**config.mk**
```make
export PLATFORM = sky130hd
export DESIGN_NAME = snake_move_ctrl
export DESIGN_NICKNAME = d
export VERILOG_FILES = /design/src/rtl/snake_pkg.sv /design/src/rtl/snake_debounce.sv /design/src/rtl/snake_move_ctrl.sv
export SDC_FILE = /design/constraint.sdc
export NUM_CORES = 1
export LEC_CHECK = 0
export ABC_AREA = 1
export BUFFER_PORTS_ARGS = -buffer_cell sky130_fd_sc_hd__clkbuf_2
export CAP_MARGIN = 20
export CORE_UTILIZATION = 40
export DETAILED_ROUTE_END_ITERATION = 8
export PLACE_DENSITY_LB_ADDON = 0.15
export SYNTH_ARGS = -nofsm -noshare
export SYNTH_HDL_FRONTEND = slang
export SYNTH_SLANG_ARGS = --single-unit
```
**constraint.sdc**
```tcl
create_clock -name i_clk -period 8.4 [get_ports i_clk]
set_input_delay 2.52 -clock i_clk [delete_from_list [all_inputs] [get_ports i_clk]]
set_output_delay 2.52 -clock i_clk [all_outputs]
set_load 0.1 [all_outputs]
```
**src/rtl/snake_pkg.sv**
```systemverilog
// Shared snake game definitions: direction codes and direction helpers,
// used by the move controller and the snake engine.
package snake_pkg;

  typedef enum logic [2:0] {
    DIR_NONE  = 3'd0,
    DIR_UP    = 3'd1,
    DIR_RIGHT = 3'd2,
    DIR_DOWN  = 3'd3,
    DIR_LEFT  = 3'd4
  } dir_e;

  function automatic logic [2:0] opposite_dir(input logic [2:0] d);
    case (d)
      DIR_UP:    opposite_dir = DIR_DOWN;
      DIR_RIGHT: opposite_dir = DIR_LEFT;
      DIR_DOWN:  opposite_dir = DIR_UP;
      DIR_LEFT:  opposite_dir = DIR_RIGHT;
      default:   opposite_dir = DIR_NONE;
    endcase
  endfunction

  // Buttons {up,right,down,left}; up wins over right over down over left.
  function automatic logic [2:0] prio_dir(input logic [3:0] b);
    if (b[3])      prio_dir = DIR_UP;
    else if (b[2]) prio_dir = DIR_RIGHT;
    else if (b[1]) prio_dir = DIR_DOWN;
    else if (b[0]) prio_dir = DIR_LEFT;
    else           prio_dir = DIR_NONE;
  endfunction

endpackage

```
**src/rtl/snake_debounce.sv**
```systemverilog
// One button bit: 2-flop synchronizer, stability counter and rising-edge detect.
// o_press is high for one cycle, 2 + DEBOUNCE_CYCLES + 1 edges after a stable press.
module snake_debounce #(
  parameter int DEBOUNCE_CYCLES = 500000
) (
  input  logic i_clk,
  input  logic i_rst,
  input  logic i_btn,
  output logic o_press
);

  localparam int CW = $clog2(DEBOUNCE_CYCLES + 1);
  localparam logic [CW-1:0] LAST_CNT = CW'(DEBOUNCE_CYCLES - 1);

  logic [1:0]    r_sync;
  logic [CW-1:0] r_cnt;
  logic          r_db;
  logic          r_db_d;

  always_ff @(posedge i_clk or posedge i_rst) begin
    if (i_rst) begin
      r_sync <= '0;
      r_cnt  <= '0;
      r_db   <= 1'b0;
      r_db_d <= 1'b0;
    end else begin
      r_sync <= {r_sync[0], i_btn};
      r_db_d <= r_db;
      // Any agreeing sample restarts the stability run.
      if (r_sync[1] != r_db) begin
        if (r_cnt == LAST_CNT) begin
          r_db  <= r_sync[1];
          r_cnt <= '0;
        end else begin
          r_cnt <= r_cnt + 1'b1;
        end
      end else begin
        r_cnt <= '0;
      end
    end
  end

  assign o_press = r_db & ~r_db_d;

endmodule

```
**src/rtl/snake_move_ctrl.sv**
```systemverilog
// Per-player move queue: debounced presses are filtered against the last queued
// direction and popped into dir_out on tick; full or reversing presses pulse drop.
module snake_move_ctrl
  import snake_pkg::*;
#(
  parameter int NUM_PLAYERS     = 2,
  parameter int DEBOUNCE_CYCLES = 500000,
  parameter int QUEUE_DEPTH     = 2,
  parameter int INIT_DIR        = 2
) (
  input  logic                     i_clk,
  input  logic                     i_rst,
  input  logic [4*NUM_PLAYERS-1:0] i_btn,
  input  logic                     i_tick,
  input  logic                     i_enable,
  output logic [3*NUM_PLAYERS-1:0] o_dir_out,
  output logic [NUM_PLAYERS-1:0]   o_q_empty,
  output logic [NUM_PLAYERS-1:0]   o_drop_pulse
);

  localparam int PW = (QUEUE_DEPTH > 1) ? $clog2(QUEUE_DEPTH) : 1;
  localparam int CW = $clog2(QUEUE_DEPTH + 1);
  localparam logic [PW-1:0] LAST_PTR = PW'(QUEUE_DEPTH - 1);
  localparam logic [CW-1:0] FULL_CNT = CW'(QUEUE_DEPTH);

  logic [4*NUM_PLAYERS-1:0] w_press;

  for (genvar b = 0; b < 4*NUM_PLAYERS; b++) begin : g_dbn
    snake_debounce #(.DEBOUNCE_CYCLES(DEBOUNCE_CYCLES)) u_dbn (
      .i_clk  (i_clk),
      .i_rst  (i_rst),
      .i_btn  (i_btn[b]),
      .o_press(w_press[b])
    );
  end

  for (genvar p = 0; p < NUM_PLAYERS; p++) begin : g_player
    logic [2:0]    r_dir;
    logic [2:0]    r_q [QUEUE_DEPTH];
    logic [PW-1:0] r_rd;
    logic [PW-1:0] r_wr;
    logic [CW-1:0] r_cnt;
    logic          r_drop;

    logic [2:0]    w_req;
    logic [2:0]    w_ref;
    logic [PW-1:0] w_tail;
    logic [PW-1:0] w_rd_nxt;
    logic [PW-1:0] w_wr_nxt;
    logic          w_empty;
    logic          w_full;
    logic          w_pop;
    logic          w_push;
    logic          w_drop;

    always_comb begin
      w_empty  = (r_cnt == '0);
      w_full   = (r_cnt == FULL_CNT);
      w_tail   = (r_wr == '0) ? LAST_PTR : r_wr - 1'b1;
      w_rd_nxt = (r_rd == LAST_PTR) ? '0 : r_rd + 1'b1;
      w_wr_nxt = (r_wr == LAST_PTR) ? '0 : r_wr + 1'b1;
      // Filtering is against the move the snake will be making when this one runs.
      w_ref    = w_empty ? r_dir : r_q[w_tail];
      w_req    = prio_dir(w_press[4*p +: 4]);
      w_pop    = i_enable & i_tick & ~w_empty;
      w_push   = 1'b0;
      w_drop   = 1'b0;
      if (i_enable && (w_req != DIR_NONE) && (w_req != w_ref)) begin
        if ((w_req == opposite_dir(w_ref)) || (w_full && !w_pop)) w_drop = 1'b1;
        else                                                      w_push = 1'b1;
      end
    end

    always_ff @(posedge i_clk or posedge i_rst) begin
      if (i_rst) begin
        r_dir  <= 3'(INIT_DIR);
        r_rd   <= '0;
        r_wr   <= '0;
        r_cnt  <= '0;
        r_drop <= 1'b0;
      end else begin
        r_drop <= w_drop;
        if (!i_enable) begin
          r_rd  <= '0;
          r_wr  <= '0;
          r_cnt <= '0;
        end else begin
          if (w_pop) begin
            r_dir <= r_q[r_rd];
            r_rd  <= w_rd_nxt;
          end
          if (w_push) r_wr <= w_wr_nxt;
          case ({w_push, w_pop})
            2'b10:   r_cnt <= r_cnt + 1'b1;
            2'b01:   r_cnt <= r_cnt - 1'b1;
            default: ;
          endcase
        end
      end
    end

    always_ff @(posedge i_clk) begin
      if (w_push) r_q[r_wr] <= w_req;
    end

    assign o_dir_out[3*p +: 3] = r_dir;
    assign o_q_empty[p]        = w_empty;
    assign o_drop_pulse[p]     = r_drop;
  end

endmodule

```
## After elaboration in Yosys (flattened, before gate mapping)

Memory sizes are Yosys's and may differ from the RTL's. A register that Yosys moved wholly into a read port is not among the register bits.
Index checks and enable logic that the tools add are counted.

- Bits in registers: 194
- Bits in writable memories: 12
- Input bits: 12
- Memories kept: 2

- Add/subtract/negate cells: 18
- Eq/ne operators: 40
- Multiplexer cells: 60
- Bitwise gates (word level): 21
- Reductions and logical operators: 24

Memory list:

| memory | depth | bits a word | read ports | clocked after memory_dff | wr ports | line | source |
|---|---|---|---|---|---|---|---|
| g_player[0].r_q | 2 | 3 | 2 | 1 | 1 | snake_move_ctrl.sv:39 | `logic [2:0] r_q [QUEUE_DEPTH];` |
| g_player[1].r_q | 2 | 3 | 2 | 1 | 1 | snake_move_ctrl.sv:39 |  |

Operator list:

| kind | number |
|---|---|
| 2-to-1 mux 19 bit | 16 |
| adder 19 x 1 -> 19 bit, second input constant | 8 |
| == test 19 bit, second input constant | 8 |
| 2-to-1 mux 3 bit | 12 |
| 2-to-1 mux 1 bit | 26 |
| one-hot mux 3 bit (4 select lines) | 2 |
| AND reduction 2 bit | 10 |
| == test 3 x 2 -> 1 bit, second input constant | 4 |
| AND 1 bit | 11 |
| NOT 1 bit | 10 |
| == test 2 bit, second input constant | 4 |
| != test 1 bit | 8 |
| != test 2 x 1 -> 1 bit, second input constant | 4 |
| one-hot mux 2 bit (2 select lines) | 2 |
| == test 3 x 1 -> 1 bit, second input constant | 2 |
| == test 3 bit | 2 |
| == test 3 bit, second input constant | 2 |
| logical AND 1 bit | 6 |
| != test 3 x 1 -> 1 bit, second input constant | 2 |
| != test 3 bit | 2 |
| nonzero test 3 bit | 2 |
| adder 1 bit, second input constant | 4 |
| adder 2 x 1 -> 2 bit, second input constant | 2 |
| == test 2 x 1 -> 1 bit, second input constant | 2 |
| other kinds (6) | 12 |

## Logic depth before layout (Yosys ltp)

- Depth after elaboration: 17
- Mapped depth: 17
- Mapped depth without buffers: 17

## Cells and area by module

A second synthesis with hierarchy kept.

- Cells, all modules: 1481
- Area, all modules: 12042.8 sq um

Modules (own cells, without submodules):

| module | times used | cells each | area an instance (sq um) | seq. area each (sq um) |
|---|---|---|---|---|
| snake_debounce | 8 | 153 | 1265.0 | 575.6 |
| snake_move_ctrl | 1 | 257 | 1923.1 | 763.2 |

## Worst setup path after synthesis

OpenSTA, ideal clock, no wires.

- Kind: input port to flip-flop
- Start point: input i_enable
- End point: register g_player[0].r_cnt[0]
- Data arrival time: 3552 ps
- Required time: 8284 ps
- Slack: 4732 ps
- Stages: 8
- Cells stage by stage: buf_2 -> nand2_1 -> nor2_1 -> nand4_1 -> nand2_2 -> nor2_2 -> nand2_1 -> nand2_1

- Longest elaborated chain between the ends: 10
- Elaborated cells between the ends (all ways): 14

Ends and longest elaborated chain:

| element | line | source |
|---|---|---|
| start: declaration | snake_move_ctrl.sv:15 | `input logic i_enable,` |
| AND 1 bit (2 in a row) | snake_move_ctrl.sv:65 | `w_pop = i_enable & i_tick & ~w_empty;` |
| zero test 1 bit | snake_move_ctrl.sv:69 | `if ((w_req == opposite_dir(w_ref)) \|\| (w_full && !w_pop)) w_drop = 1'b1;` |
| logical AND 1 bit | snake_move_ctrl.sv:69 |  |
| logical OR 1 bit | snake_move_ctrl.sv:69 |  |
| 2-to-1 mux 1 bit | snake_move_ctrl.sv:69 |  |
| 2-to-1 mux 1 bit | snake_move_ctrl.sv:68 | `if (i_enable && (w_req != DIR_NONE) && (w_req != w_ref)) begin` |
| == test 2 x 1 -> 1 bit or == test 2 bit (tied branches) | snake_move_ctrl.sv:93 | `case ({w_push, w_pop})` |
| one-hot mux 2 bit (2 select lines) | snake_move_ctrl.sv:93 |  |
| 2-to-1 mux 2 bit | snake_move_ctrl.sv:83 | `if (!i_enable) begin` |
| end signal: assignment | snake_move_ctrl.sv:94 | `2'b10: r_cnt <= r_cnt + 1'b1;` |
| end signal: assignment | snake_move_ctrl.sv:95 | `2'b01: r_cnt <= r_cnt - 1'b1;` |
| end: declaration | snake_move_ctrl.sv:42 | `logic [CW-1:0] r_cnt;` |

Parallel ways exist; a longest one is shown, timed or not.
A chain may end at the register's enable or synchronous reset.

## Worst setup path in the final report

- Start point: register g_player[1].r_cnt[1]
- End point: output o_q_empty[1]

- Longest elaborated chain between the ends: 1

Ends and longest elaborated chain:

| element | line | source |
|---|---|---|
| start: declaration | snake_move_ctrl.sv:42 |  |
| start signal: assignment | snake_move_ctrl.sv:94 |  |
| start signal: assignment | snake_move_ctrl.sv:95 |  |
| zero test 2 bit | snake_move_ctrl.sv:57 | `w_empty = (r_cnt == '0);` |
| end: declaration | snake_move_ctrl.sv:17 | `output logic [NUM_PLAYERS-1:0] o_q_empty,` |

No other way between the ends.

==> flow_summary.json <==
{
  "coreArea_um2": 25300,
  "dieArea_um2": 26700,
  "finalSetupTns_ns": 0,
  "max_cap_viol_count": 0,
  "drive_gt1_share_pct": 11.0,
  "slew_viol_final": 0,
  "status": "completed",
  "power_leakage_nw": 5.29,
  "ios": 22,
  "synthArstFlopShare_pct": 94.3,
  "drtAntennaViolNets": 0,
  "std_cell_rows": 58,
  "synth-seq-cells": 212,
  "hpwl_um": 14000,
  "cts.clk_slew.worst_paths_ns": 0.06,
  "place_congestion": 0.811,
  "hold_slack_ns": 0.344,
  "cts_root_buffer": "clkbuf_16",
  "finalSetupViolCount": 0,
  "drt_wl_total_um": 20200,
  "die_w_um": 163,
  "grt_max_degree": 129,
  "fin_crit_ns": 4.21,
  "synth_cell_type_count": 42,
  "synthAdderAreaFrac_pct": 0.962,
  "period_share_pct": 50.1,
  "detail_route.iter0.violations": 506,
  "nets": 1275,
  "crit_chain": "inv_1 -> nand2_2 -> inv_2 -> clkbuf_2",
  "post-route-drc-count": 0,
  "maxSlewHeadroom_pct": 38.7,
  "grt_pass1_vias": 7684,
  "insertion_delay_ns": 0.52,
  "crit_family": "buffers and inverters",
  "crit_type": "flip-flop to output port",
  "synthesis.area_um2": 10400,
  "cp.required_ns": 5.88,
  "peakVddDrop_uv": 250,
  "rsz0062_at_grt": "false",
  "synth-seq-area-share_pct": 51.6,
  "firstDrtPassIters": 5,
  "synth_compound_area_share_pct": 7.63,
  "fill_cells": 2450,
  "worst_pin_slew_ns": 0.919,
  "cts.repair.resized": 0,
  "tritoncts": "yes",
  "fmax_mhz": 238,
  "antenna_cells": 0,
  "fin_worst_skew_ns": 0.0192,
  "floorplan.initialDensity_pct": 41.1,
  "cp_max_fo": 6,
  "min_path_type": "flip-flop to flip-flop",
  "grt_usage_pct": 16.1,
  "htree_num_levels": 1,
  "powerDensity_nw_per_um2": 221,
  "synth_mux_area_share_pct": 0.758,
  "cts_made_buffers": 25,
  "drt-wirelength-per-cell_um": 12.6,
  "numPortBuffers": 21,
  "syn_inst": 1215,
  "worst_ep_arrival_time_ns": 1.69,
  "antenna_found_initial": 0,
  "synthToLayoutAreaGrowth_pct": 12.6,
  "post-cts-setup-buffers": 0,
  "start_kind": "flip-flop",
  "synth_edf_count": 12,
  "slowest_delay_ns": 0.46,
  "syn-num-nets": 1235,
  "clk_path_buf_depth": 3,
  "die_h_um": 163,
  "crit_path_end_kind": "output port",
  "yosys.area_share.simple_pct": 27.6,
  "critPathBufInv": 3,
  "grt_pass1_wl_um": 36000,
  "hold_buffers": 0,
  "finalPower_mw": 2.59,
  "gr-total-overflow": 0,
  "finalHoldViolCount": 0,
  "synth_top_family_by_area": "simple AND/OR/NAND/NOR gates",
  "vias": 7893,
  "ys_warn_count": 0,
  "clock-sinks": 212,
  "synth_xor_area_share_pct": 4.21,
  "vias_per_cell": 4.93,
  "synthFlopType": "dfrtp_1",
  "synth_area_per_cell_um2": 8.56,
  "slowest_stage": "clkbuf_2"
}
## placed cells by master, fill, tap and decap left out, drive strengths merged, types with 2 or more instances in the layout
master,Yosys,routed
a211oi,13,13
a21oi,68,68
a31oi,8,8
and3,8,8
bufinv,0,3
clkbuf,3,54
clkinv,5,10
clkinvlp,0,2
dfrtp,198,198
dfstp,2,2
edfxtp,12,12
ha,8,8
inv,183,183
mux2,7,7
nand2,222,222
nand3,73,73
nand4,48,48
nor2,157,157
nor3,51,51
nor3b,12,12
nor4,20,20
o21a,5,5
o21ai,41,41
o221a,3,3
or2,8,8
xnor2,12,12
xor2,38,38
## stage by stage
step / area [um2] / utilization, % / setup slack (ns) / cells
finish: 11700 / 46.3 / 4.19 / 1601
global route: 11700 / 46.3 / 4.10 / 1601
CTS: 11700 / 46.3 / 4.17 / 1601
detailed placement: 10900 / 43.0 / 4.04 / 1558
global placement: 10900 / 43.0 / 4.04 / 1558
floorplan: 10400 / - / 0.429 / 1215
## sequential cells by signal, summed over array words and instances, names as in the netlist
| name | flops |
|---|---|
| g_dbn.u_dbn.r_sync | 16 |
| g_player.r_rd | 2 |
| g_player.r_q | 12 |
| g_player.r_dir | 6 |
| g_player.r_drop | 2 |
| g_player.r_wr | 2 |
| g_dbn.u_dbn.r_db | 8 |
| g_dbn.u_dbn.r_db_d | 8 |
| g_dbn.u_dbn.r_cnt | 152 |
| g_player.r_cnt | 4 |
## cell type report
| cell class | count | area (um2) | share of cell area [%] |
|---|---|---|---|
| Sequential cell | 212 | 5370 | 45.8 |
| Multi-Input combinational cell | 806 | 4280 | 36.5 |
| Inverter | 188 | 713 | 6.09 |
| Clock buffer | 33 | 696 | 5.94 |
| Tap cell | 330 | 413 | 3.52 |
| Clock inverter | 10 | 134 | 1.14 |
| Timing Repair Buffer | 22 | 113 | 0.961 |
## path summary, 6_finish.rpt
| kind | startpoint | to | slack, ns | cells past startpoint |
|---|---|---|---|---|
| hold reg to reg | g_dbn[6].u_dbn.r_sync[0]$_DFF_PP0_ | g_dbn[6].u_dbn.r_sync[1]$_DFF_PP0_ | 0.34 | 0 |
| max in group asynchronous | i_rst | g_dbn[3].u_dbn.r_db_d$_DFF_PP0_ | 4.71 | 3 |
| hold / removal | g_dbn[6].u_dbn.r_sync[0]$_DFF_PP0_ | g_dbn[6].u_dbn.r_sync[1]$_DFF_PP0_ | 0.34 | 0 |
| min in group asynchronous | i_rst | g_player[1].r_drop$_DFF_PP0_ | 2.22 | 2 |
| setup reg to reg | g_dbn[6].u_dbn.r_cnt[0]$_DFF_PP0_ | g_dbn[6].u_dbn.r_cnt[9]$_DFF_PP0_ | 6.29 | 9 |
| setup / recovery | g_player[1].r_cnt[1]$_DFFE_PP0P_ | o_q_empty[1] | 4.19 | 4 |
## layer usage
layer / wire (um) / vias to the layer above / global-route usage [%]
li1: - / 4075 / -
met1: 10200 / 3681 / 22.9
met2: 8860 / 104 / 25.4
met3: 696 / 33 / 2.67
met4: 419 / 0 / 4.50
met5: 0 / - / 0
## power breakdown
part,switching [mW],internal (mW),leakage (nW)
clock,0.420,0.671,0.404
combinational,0.311,0.0870,2.03
sequential,0.0317,1.07,2.86
## Yosys cell counts, types with 10 or more instances
cell      number  area share, %
nand2_1      216            7.8
dfrtp_1      198             48
inv_1        166            6.0
nor2_1       143            5.2
a21oi_1       68            3.3
nand3_1       66            3.2
nand4_1       44            2.6
nor3_1        39            1.9
o21ai_0       39            1.9
xor2_1        38            3.2
nor4_1        20            1.2
inv_2         17           0.61
a211oi_1      13           0.94
edfxtp_1      12            3.5
nor3_2        12            1.2
xnor2_1       12            1.0
nor2_2        10           0.60
nor3b_1       10           0.72
## kinds of logic after synthesis
| family | Yosys count |
|---|---|
| compound gates | 142 |
| buf+inv | 197 |
| fa+ha+maj | 8 |
| mux | 7 |
| xor+xnor | 50 |
| flops | 212 |
| simple gates | 599 |
No activity file was read; power rests on OpenSTA's default activity.
